File: src/rtl/mips_ctrl_pkg.sv
// Shared encodings for the multicycle MIPS controller: FSM states, opcodes,
// funct codes, ALU control codes and datapath mux selects.
package mips_ctrl_pkg;

  typedef enum logic [3:0] {
    S_FETCH   = 4'd0,
    S_DECODE  = 4'd1,
    S_MEMADR  = 4'd2,
    S_MEMRD   = 4'd3,
    S_MEMWB   = 4'd4,
    S_MEMWR   = 4'd5,
    S_EXECUTE = 4'd6,
    S_ALUWB   = 4'd7,
    S_BRANCH  = 4'd8,
    S_ADDIEX  = 4'd9,
    S_ADDIWB  = 4'd10,
    S_JUMP    = 4'd11
  } state_t;

  localparam logic [5:0] OP_RTYPE = 6'b000000;
  localparam logic [5:0] OP_LW    = 6'b100011;
  localparam logic [5:0] OP_SW    = 6'b101011;
  localparam logic [5:0] OP_BEQ   = 6'b000100;
  localparam logic [5:0] OP_ADDI  = 6'b001000;
  localparam logic [5:0] OP_J     = 6'b000010;

  localparam logic [5:0] FN_ADD = 6'b100000;
  localparam logic [5:0] FN_SUB = 6'b100010;
  localparam logic [5:0] FN_AND = 6'b100100;
  localparam logic [5:0] FN_OR  = 6'b100101;
  localparam logic [5:0] FN_SLT = 6'b101010;

  localparam logic [2:0] ALU_ADD = 3'b010;
  localparam logic [2:0] ALU_SUB = 3'b110;
  localparam logic [2:0] ALU_AND = 3'b000;
  localparam logic [2:0] ALU_OR  = 3'b001;
  localparam logic [2:0] ALU_SLT = 3'b111;

  // ALU operation selector from the FSM; NONE drives alu_ctl to zero.
  localparam logic [1:0] ALUOP_ADD   = 2'b00;
  localparam logic [1:0] ALUOP_SUB   = 2'b01;
  localparam logic [1:0] ALUOP_FUNCT = 2'b10;
  localparam logic [1:0] ALUOP_NONE  = 2'b11;

  localparam logic [1:0] SRCB_RT     = 2'b00;
  localparam logic [1:0] SRCB_FOUR   = 2'b01;
  localparam logic [1:0] SRCB_IMM    = 2'b10;
  localparam logic [1:0] SRCB_IMMSL2 = 2'b11;

  localparam logic [1:0] PCSRC_ALU    = 2'b00;
  localparam logic [1:0] PCSRC_ALUOUT = 2'b01;
  localparam logic [1:0] PCSRC_JUMP   = 2'b10;

endpackage

File: src/rtl/mc_alu_decoder.sv
// ALU control decoder: maps the FSM's operation selector and the funct
// field to the 3-bit alu_ctl code, flagging unknown funct values.
module mc_alu_decoder
  import mips_ctrl_pkg::*;
#(
  parameter int FUNCT_W  = 6,
  parameter int ALUCTL_W = 3
) (
  input  logic [1:0]          i_alu_op_sel,
  input  logic [FUNCT_W-1:0]  i_funct,
  output logic [ALUCTL_W-1:0] o_alu_ctl,
  output logic                o_funct_illegal
);

  // Selector / funct to ALU code; unknown funct falls back to add.
  always_comb begin
    o_alu_ctl       = 3'b000;
    o_funct_illegal = 1'b0;
    case (i_alu_op_sel)
      ALUOP_ADD: o_alu_ctl = ALU_ADD;
      ALUOP_SUB: o_alu_ctl = ALU_SUB;
      ALUOP_FUNCT: begin
        case (i_funct)
          FN_ADD: o_alu_ctl = ALU_ADD;
          FN_SUB: o_alu_ctl = ALU_SUB;
          FN_AND: o_alu_ctl = ALU_AND;
          FN_OR:  o_alu_ctl = ALU_OR;
          FN_SLT: o_alu_ctl = ALU_SLT;
          default: begin
            o_alu_ctl       = ALU_ADD;
            o_funct_illegal = 1'b1;
          end
        endcase
      end
      default: o_alu_ctl = 3'b000;
    endcase
  end

endmodule

File: src/rtl/mips_multicycle_ctrl.sv
// Multicycle MIPS main controller: sequences the shared ALU, register file
// and unified memory per instruction, stalling on the memory ready handshake.
module mips_multicycle_ctrl
  import mips_ctrl_pkg::*;
#(
  parameter int OP_W     = 6,
  parameter int FUNCT_W  = 6,
  parameter int ALUCTL_W = 3
) (
  input  logic                i_clk,
  input  logic                i_reset_n,
  input  logic [OP_W-1:0]     i_op,
  input  logic [FUNCT_W-1:0]  i_funct,
  input  logic                i_zero,
  input  logic                i_mem_ready,
  output logic                o_mem_req,
  output logic                o_mem_write,
  output logic                o_iord,
  output logic                o_ir_write,
  output logic                o_reg_write,
  output logic                o_reg_dst,
  output logic                o_mem_to_reg,
  output logic                o_alu_src_a,
  output logic [1:0]          o_alu_src_b,
  output logic [ALUCTL_W-1:0] o_alu_ctl,
  output logic [1:0]          o_pc_src,
  output logic                o_pc_en,
  output logic                o_illegal_op,
  output logic [3:0]          o_state
);

  state_t              r_state;
  state_t              w_next;
  logic                w_op_illegal;
  logic                w_funct_illegal;
  logic [1:0]          w_alu_op_sel;
  logic [ALUCTL_W-1:0] w_alu_ctl;
  logic w_mem_req, w_mem_write, w_ir_write, w_reg_write, w_pc_write, w_branch;

  mc_alu_decoder #(
    .FUNCT_W  (FUNCT_W),
    .ALUCTL_W (ALUCTL_W)
  ) u_alu_dec (
    .i_alu_op_sel    (w_alu_op_sel),
    .i_funct         (i_funct),
    .o_alu_ctl       (w_alu_ctl),
    .o_funct_illegal (w_funct_illegal)
  );

  // State register with synchronous active-low reset.
  always_ff @(posedge i_clk) begin
    if (!i_reset_n) r_state <= S_FETCH;
    else            r_state <= w_next;
  end

  // Next-state logic; unreachable codes recover to FETCH.
  always_comb begin
    w_next       = S_FETCH;
    w_op_illegal = 1'b0;
    case (r_state)
      S_FETCH:  w_next = i_mem_ready ? S_DECODE : S_FETCH;
      S_DECODE: begin
        case (i_op)
          OP_LW, OP_SW: w_next = S_MEMADR;
          OP_RTYPE:     w_next = S_EXECUTE;
          OP_BEQ:       w_next = S_BRANCH;
          OP_ADDI:      w_next = S_ADDIEX;
          OP_J:         w_next = S_JUMP;
          default: begin
            w_next       = S_FETCH;
            w_op_illegal = 1'b1;
          end
        endcase
      end
      S_MEMADR:  w_next = (i_op == OP_LW) ? S_MEMRD : S_MEMWR;
      S_MEMRD:   w_next = i_mem_ready ? S_MEMWB : S_MEMRD;
      S_MEMWB:   w_next = S_FETCH;
      S_MEMWR:   w_next = i_mem_ready ? S_FETCH : S_MEMWR;
      S_EXECUTE: w_next = w_funct_illegal ? S_FETCH : S_ALUWB;
      S_ADDIEX:  w_next = S_ADDIWB;
      S_ALUWB, S_BRANCH, S_ADDIWB, S_JUMP: w_next = S_FETCH;
      default:   w_next = S_FETCH;
    endcase
  end

  // Moore output decode; only FETCH and BRANCH look at mem_ready / zero.
  always_comb begin
    w_mem_req    = 1'b0;
    w_mem_write  = 1'b0;
    w_ir_write   = 1'b0;
    w_reg_write  = 1'b0;
    w_pc_write   = 1'b0;
    w_branch     = 1'b0;
    o_iord       = 1'b0;
    o_reg_dst    = 1'b0;
    o_mem_to_reg = 1'b0;
    o_alu_src_a  = 1'b0;
    o_alu_src_b  = SRCB_RT;
    o_pc_src     = PCSRC_ALU;
    w_alu_op_sel = ALUOP_NONE;
    case (r_state)
      S_FETCH: begin
        w_mem_req    = 1'b1;
        o_alu_src_b  = SRCB_FOUR;
        w_alu_op_sel = ALUOP_ADD;
        w_ir_write   = i_mem_ready;
        w_pc_write   = i_mem_ready;
      end
      S_DECODE: begin
        o_alu_src_b  = SRCB_IMMSL2;
        w_alu_op_sel = ALUOP_ADD;
      end
      S_MEMADR, S_ADDIEX: begin
        o_alu_src_a  = 1'b1;
        o_alu_src_b  = SRCB_IMM;
        w_alu_op_sel = ALUOP_ADD;
      end
      S_MEMRD: begin
        w_mem_req = 1'b1;
        o_iord    = 1'b1;
      end
      S_MEMWB: begin
        w_reg_write  = 1'b1;
        o_mem_to_reg = 1'b1;
      end
      S_MEMWR: begin
        w_mem_req   = 1'b1;
        w_mem_write = 1'b1;
        o_iord      = 1'b1;
      end
      S_EXECUTE: begin
        o_alu_src_a  = 1'b1;
        w_alu_op_sel = ALUOP_FUNCT;
      end
      S_ALUWB: begin
        w_reg_write = 1'b1;
        o_reg_dst   = 1'b1;
      end
      S_BRANCH: begin
        o_alu_src_a  = 1'b1;
        w_alu_op_sel = ALUOP_SUB;
        o_pc_src     = PCSRC_ALUOUT;
        w_branch     = 1'b1;
      end
      S_ADDIWB: w_reg_write = 1'b1;
      S_JUMP: begin
        o_pc_src   = PCSRC_JUMP;
        w_pc_write = 1'b1;
      end
      default: w_alu_op_sel = ALUOP_NONE;
    endcase
  end

  // Enables are gated by reset so an aborted instruction never writes.
  assign o_mem_req    = i_reset_n & w_mem_req;
  assign o_mem_write  = i_reset_n & w_mem_write;
  assign o_ir_write   = i_reset_n & w_ir_write;
  assign o_reg_write  = i_reset_n & w_reg_write;
  assign o_pc_en      = i_reset_n & (w_pc_write | (w_branch & i_zero));
  assign o_illegal_op = i_reset_n & (w_op_illegal | w_funct_illegal);
  assign o_alu_ctl    = w_alu_ctl;
  assign o_state      = r_state;

endmodule

File: config.mk
export PLATFORM = sky130hd
export DESIGN_NAME = mips_multicycle_ctrl
export DESIGN_NICKNAME = d
export VERILOG_FILES = /design/src/rtl/mips_ctrl_pkg.sv /design/src/rtl/mc_alu_decoder.sv /design/src/rtl/mips_multicycle_ctrl.sv
export SDC_FILE = /design/constraint.sdc
export NUM_CORES = 1
export LEC_CHECK = 0
export CORE_ASPECT_RATIO = 0.8
export CORE_MARGIN = 3
export CORE_UTILIZATION = 33
export CTS_CLUSTER_DIAMETER = 40
export DETAILED_ROUTE_END_ITERATION = 10
export PLACE_DENSITY = 0.74
export SYNTH_ARGS = -nofsm -noshare
export SYNTH_HDL_FRONTEND = slang
export SYNTH_SLANG_ARGS = --single-unit
File: constraint.sdc
create_clock -name i_clk -period 1.25 [get_ports i_clk]
set_input_delay 0.125 -clock i_clk [delete_from_list [all_inputs] [get_ports i_clk]]
set_output_delay 0.125 -clock i_clk [all_outputs]
set_load 0.05 [all_outputs]
==> results.rst, run 1 <==
.. list-table::
   :header-rows: 1

   * - Metric
     - Value
   * - CTS root buffer
     - clkbuf_4
   * - First Err
     - [ERROR DPL-0038] Utilization greater than 100%, impossible to legalize
   * - Register area share after synthesis
     - 12.65%
   * - Status
     - did not finish
   * - Terminating stage of the flow
     - 4_1_cts
   * - Number of CTS-inserted buffers
     - 3
   * - Ys async rst share
     - 0%
   * - Post-synthesis instance area
     - roughly 630 sq um
   * - Total number of clock tree sinks
     - 4
   * - Predominant post-synthesis flop cell
     - dfxtp_1
   * - Number of warnings issued by yosys
     - 0
   * - I/O Buffers
     - 36
   * - Count of instances resized after the clock tree is built
     - 75
   * - Die Span X
     - about 55 microns
   * - Number of top-level design ports
     - 37
   * - Number of nets produced by synthesis
     - ~110
   * - Register bit count reported by yosys
     - 4
   * - Starting density of the core
     - between 30% and 40%
   * - Placed standard-cell area
     - 0.001664 sq mm
   * - Count of H-tree levels built during CTS
     - 1
   * - Number of enable-type register cells in the synthesized netlist
     - 0
   * - Count of buffers added by post-CTS timing repair for setup
     - 15
   * - Maximum count of clock buffers along a single path
     - 2
   * - Floorplan die height
     - 45.18 microns
   * - RD Place Congestion
     - approximately 0.86
   * - Synth Instances
     - slightly below 100
   * - Half-perimeter wire length of the detailed placement result
     - 2988 microns
   * - Post-synthesis cell type count
     - 36
   * - Per-instance average area after synthesis
     - around 6.5 sq um
   * - Number of buffers inserted by hold repair at cts
     - 0
   * - Cell row count
     - 13
[cells by family after synthesis]
logic type,synth area share (%)
flops,12.65
simple gates,48.81
xor+xnor,2.767
mux,3.360
compound gates,27.07
buf+inv,5.334
[cells in the mapped netlist, drive strengths merged (2+ instances only)]
master,n,area [sq um]
buf,4,18.76
a31oi,2,12.51
nand2b,10,62.56
a21oi,6,33.78
nor2b,2,12.51
nor4,3,18.77
xnor2,2,17.52
nand3,2,10.01
dfxtp,4,80.08
o21a,2,15.01
o21bai,2,15.01
nor2,14,52.55
clkbuf,3,11.26
nor3,11,55.05
nor3b,2,15.01
nand2,6,22.52
o21ai,5,25.02
[per-stage QoR]
stage | instances | worst slack [ps]
2_1_floorplan | 97 | -333.9
3_3_place_gp | 186 | -581.0
3_5_place_dp | 186 | -635.9
==> run 2: changes to the inputs <==
--- a/config.mk
+++ b/config.mk
@@ -5,12 +5,10 @@
 export SDC_FILE = /design/constraint.sdc
 export NUM_CORES = 1
 export LEC_CHECK = 0
-export CORE_ASPECT_RATIO = 0.8
-export CORE_MARGIN = 3
-export CORE_UTILIZATION = 33
-export CTS_CLUSTER_DIAMETER = 40
+export CORE_AREA = 3 3 64 66
 export DETAILED_ROUTE_END_ITERATION = 10
-export PLACE_DENSITY = 0.74
+export DIE_AREA = 0 0 67 69
+export PLACE_DENSITY_LB_ADDON = 0.15
 export SYNTH_ARGS = -nofsm -noshare
 export SYNTH_HDL_FRONTEND = slang
 export SYNTH_SLANG_ARGS = --single-unit
==> constraint.sdc (replaced) <==
create_clock -name i_clk -period 1.6 [get_ports i_clk]
set_input_delay 0.16 -clock i_clk [delete_from_list [all_inputs] [get_ports i_clk]]
set_output_delay 0.16 -clock i_clk [all_outputs]
set_load 0.05 [all_outputs]
==> run 2 against run 1 <==
The run now ends clean. Synthesized area is the same. Synthesized cell count is the same.
==> results.rst, run 2 <==
.. list-table::
   :header-rows: 1

   * - Metric
     - Value
   * - Status
     - completed
   * - Number of enable-type register cells in the synthesized netlist
     - 0
   * - Remaining routing DRC violations
     - 0
   * - Area share of the largest cell type after synthesis
     - between 10% and 20%
   * - Number of CTS-inserted buffers
     - 3
   * - DR iter-0 viols
     - 15
   * - Post-layout minimum cycle time
     - between 1500 and 2000 ps
   * - Data arrival time of the critical path
     - roughly 1400 ps
   * - Per-cell routed wire length
     - approximately 13 microns
   * - Crit path kind
     - in2out
   * - Main combinational cell family by area after synthesis
     - simple AND/OR/NAND/NOR gates
   * - Per-instance average area after synthesis
     - 6.527 sq um
   * - Placed standard-cell area
     - 0.001509 sq mm
   * - Detailed-routing iteration count for the pre-antenna-repair pass
     - 4
   * - Register bit count reported by yosys
     - 4
   * - Headroom to the max-slew limit
     - 72.30%
   * - Antenna-violating nets left
     - 0
   * - Most frequent cell after synthesis
     - nor2_1
   * - Half-perimeter wire length of the detailed placement result
     - 2111 microns
   * - Vias per Instance
     - ~4.6
   * - Slew at the pin closest to its max-slew limit
     - between 400 and 500 ps
   * - Slowest cell on the critical path
     - or4_4
   * - Global-route wire length before repair
     - about 4300 microns
   * - Portion of netlist area occupied by mux cells
     - under 10%
   * - Count of H-tree levels built during CTS
     - 1
   * - Post-layout worst setup margin
     - slightly above 30 ps
   * - Highest-count cells in the layout ignoring fill and taps
     - buf_4, buf_12, clkdlybuf4s50_1
   * - Most frequent standard cell in the layout excluding fill and tap cells
     - buf_4
   * - Number of flip-flops in the largest register
     - 4
   * - Total number of nets in the final design
     - approximately 180
   * - Number of antenna violations at the first check in global routing
     - 0
   * - Crit start category
     - input port
   * - Number of warnings issued by yosys
     - 0
   * - I/O Buffers
     - 36
   * - Predominant post-synthesis flop cell
     - dfxtp_1
   * - Pre-CTS setup slack
     - -313.1 ps
   * - Final std cells w/o fill
     - around 210
   * - Vias
     - slightly below 1000
   * - Via count of the first global-routing pass
     - about 950
   * - CTS root buffer
     - clkbuf_8
   * - Register area share after synthesis
     - 12.65%
   * - Share of synthesized cell area in full adder, half adder and majority cells
     - 0%
   * - Cell family with most CP delay
     - simple AND/OR/NAND/NOR gates
   * - Highest cell delay on the worst timing path
     - approximately 550 ps
   * - Share of synthesized cell area in and, or, nand and nor gates
     - between 40% and 50%
   * - Clock tree from TritonCTS
     - built
   * - Global-route congestion overflow total
     - 0
   * - Number of nets produced by synthesis
     - between 100 and 150
   * - Hold slack
     - around 440 ps
   * - Power Dens Cells
     - 343.7 mW/mm^2
   * - CP Buf/Inv Count
     - 2
   * - Hold violation total from the final report
     - 0
   * - Maximum count of clock buffers along a single path
     - 2
   * - Synth Instances
     - 97
   * - Req. time, crit path
     - roughly 1400 ps
   * - Worst supply voltage drop on vdd
     - ~0.21 mV
   * - RD Place Congestion
     - just under 0.8
   * - F_max
     - about 0.64 GHz
   * - Design Area, Final
     - approximately 0.0017 sq mm
   * - Clock-pin transition on the worst setup and hold timing paths
     - 30 ps
   * - Ys async rst share
     - 0%
   * - Number of top-level design ports
     - 37
   * - Most area-hungry cell type in the Yosys netlist
     - dfxtp_1
   * - Finish-stage setup viols
     - 0
   * - Clock tree skew after final layout
     - approximately 2.5 ps
   * - Fraction of the cycle the final worst path needs
     - around 100%
   * - Maximum Capacitance Violations
     - 0
   * - Setup repair after global routing missed its margin
     - true
   * - Share of final-layout standard cells stronger than drive strength 1
     - between 60% and 70%
   * - Sum of routed wire length over all layers
     - around 2600 microns
   * - Diode insertion count for antenna repair
     - 0
   * - Xor/xnor cell area share of the yosys netlist
     - 2.767%
   * - Leakage Power
     - about 0.65 nW
   * - Cells along the critical path
     - buf_6 > or4_4 > nor3_2 > nor4_2 > a32o_2 > buf_8
   * - Total number of clock tree sinks
     - 4
   * - Clock latency at the later pin of the worst-skew pair
     - between 200 and 250 ps
   * - Post-synthesis cell type count
     - 36
   * - Worst Hold Class
     - in2reg
   * - Cell types with the largest area share after synthesis
     - dfxtp_1, nand2b_1, nor3_1, nor2_1, a21oi_1
   * - Die Span X
     - around 67 microns
   * - Post-synthesis instance area
     - ~630 sq um
   * - Number of buffers inserted by hold repair at cts
     - 0
   * - Starting density of the core
     - approximately 17%
   * - Nature of the critical path endpoint
     - output port
   * - Placed instance count
     - 197
   * - Total power
     - 0.5926 mW
   * - All-layer global routing usage
     - between 10% and 20%
   * - Floorplan die height
     - just under 70 microns
   * - Cell row count
     - 22
   * - Top fanout value on the critical path
     - 3
   * - Most numerous cell types in the synthesized netlist
     - nor2_1, nor3_1, nand2b_1
   * - Signed area change from the synthesized netlist to the final layout
     - 172.3%
   * - Placeable core region
     - roughly 0.0036 sq mm
   * - Die area
     - roughly 0.0046 sq mm
   * - Maximum number of pins on one net before global-route repair
     - 13
   * - Number of pins with negative max-slew slack in the final report
     - 0
   * - Area fraction in compound gates after synthesis
     - a little over a quarter
==> run 2: cell counts after synthesis <==
No cell type changed its count.
==> run 2: logic make-up (layout without fill, tap and decap cells) <==
group                  Yosys count  after routing
AO/OA/AOI/OAI                   25             25
XOR/XNOR                         2              2
buffers and inverters            8             72
flip-flops                       4              4
multiplexers                     2              2
AND/OR/NAND/NOR                 56             56
==> run 2: power by group <==
group          leakage [nW]  switching (mW)  total (mW)  internal [mW]
combinational         0.597           0.131       0.271          0.140
sequential           0.0355         0.00598       0.104         0.0976
clock                0.0216          0.0573       0.218          0.161
total                 0.655           0.194       0.593          0.399
==> run 2: layer usage <==
| layer | GRT usage (%) | wire length (microns) | share of wire (%) |
|---|---|---|---|
| met5 | 0 | 0 | 0 |
| met1 | 13.99 | 1106 | 42 |
| met2 | 20.41 | 1350 | 51 |
| met3 | 1.466 | 123 | 4.7 |
| met4 | 4.730 | 45 | 1.7 |
==> run 2: per-stage QoR <==
step / util, % / TNS (ps)
2_1_floorplan: - / -175.3
3_3_place_gp: 41.53 / -816.3
3_5_place_dp: 41.53 / -928.3
4_1_cts: 44.63 / -5.901
5_1_grt: 47.45 / -96.35
6_report: 47.45 / 0
==> run 2: worst register-to-register path: cells and delay by family, from the launching register on <==
| family | cells | cell delay [ps] |
|---|---|---|
| DFF | 1 | 380 |
| and+or+nand+nor | 1 | 400 |
| buffers and inverters | 2 | 270 |
| AOI/OAI and AO/OA | 2 | 340 |
==> run 2: path summary, 6_finish.rpt <==
path	from	to	slack [ps]	cells past startpoint
worst max-delay path	i_op[4]	o_illegal_op	30	6
worst min-delay path	i_op[4]	o_state[1]	440	6
worst max register to register	o_state[1]	o_state[1]	140	5
worst min register to register	o_state[0]	o_state[3]	740	3
==> run 2: cell type report <==
cell class,count,area (sq um)
Sequential cell,4,95.09
Timing Repair Buffer,68,773.2
Clock buffer,3,41.29
Multi-Input combinational cell,85,750.7
Inverter,1,3.754
Tap cell,48,60.06
Fill cell,372,1909
==> run 2: what timing repair did <==
item | CTS | global route
resized for setup | 28 | 16
setup endpoints to repair | 7 | 7
pin swaps | 7 | 2
buffers inserted | 5 | 4
No activity file was read; power rests on OpenSTA's default activity.
==> run 3: changes to the inputs <==
--- a/config.mk
+++ b/config.mk
@@ -6,6 +6,7 @@
 export NUM_CORES = 1
 export LEC_CHECK = 0
 export CORE_AREA = 3 3 64 66
+export CTS_BUF_LIST = sky130_fd_sc_hd__clkbuf_8
 export DETAILED_ROUTE_END_ITERATION = 10
 export DIE_AREA = 0 0 67 69
 export PLACE_DENSITY_LB_ADDON = 0.15
==> results of run 3 <==
No change in the layout: final DEF, timing and power equal those of run 2.
==> run 4: changes to the inputs <==
--- a/config.mk
+++ b/config.mk
@@ -6,7 +6,6 @@
 export NUM_CORES = 1
 export LEC_CHECK = 0
 export CORE_AREA = 3 3 64 66
-export CTS_BUF_LIST = sky130_fd_sc_hd__clkbuf_8
 export DETAILED_ROUTE_END_ITERATION = 10
 export DIE_AREA = 0 0 67 69
 export PLACE_DENSITY_LB_ADDON = 0.15
==> results of run 4 <==
No change in the layout: final DEF, timing and power equal those of run 2.
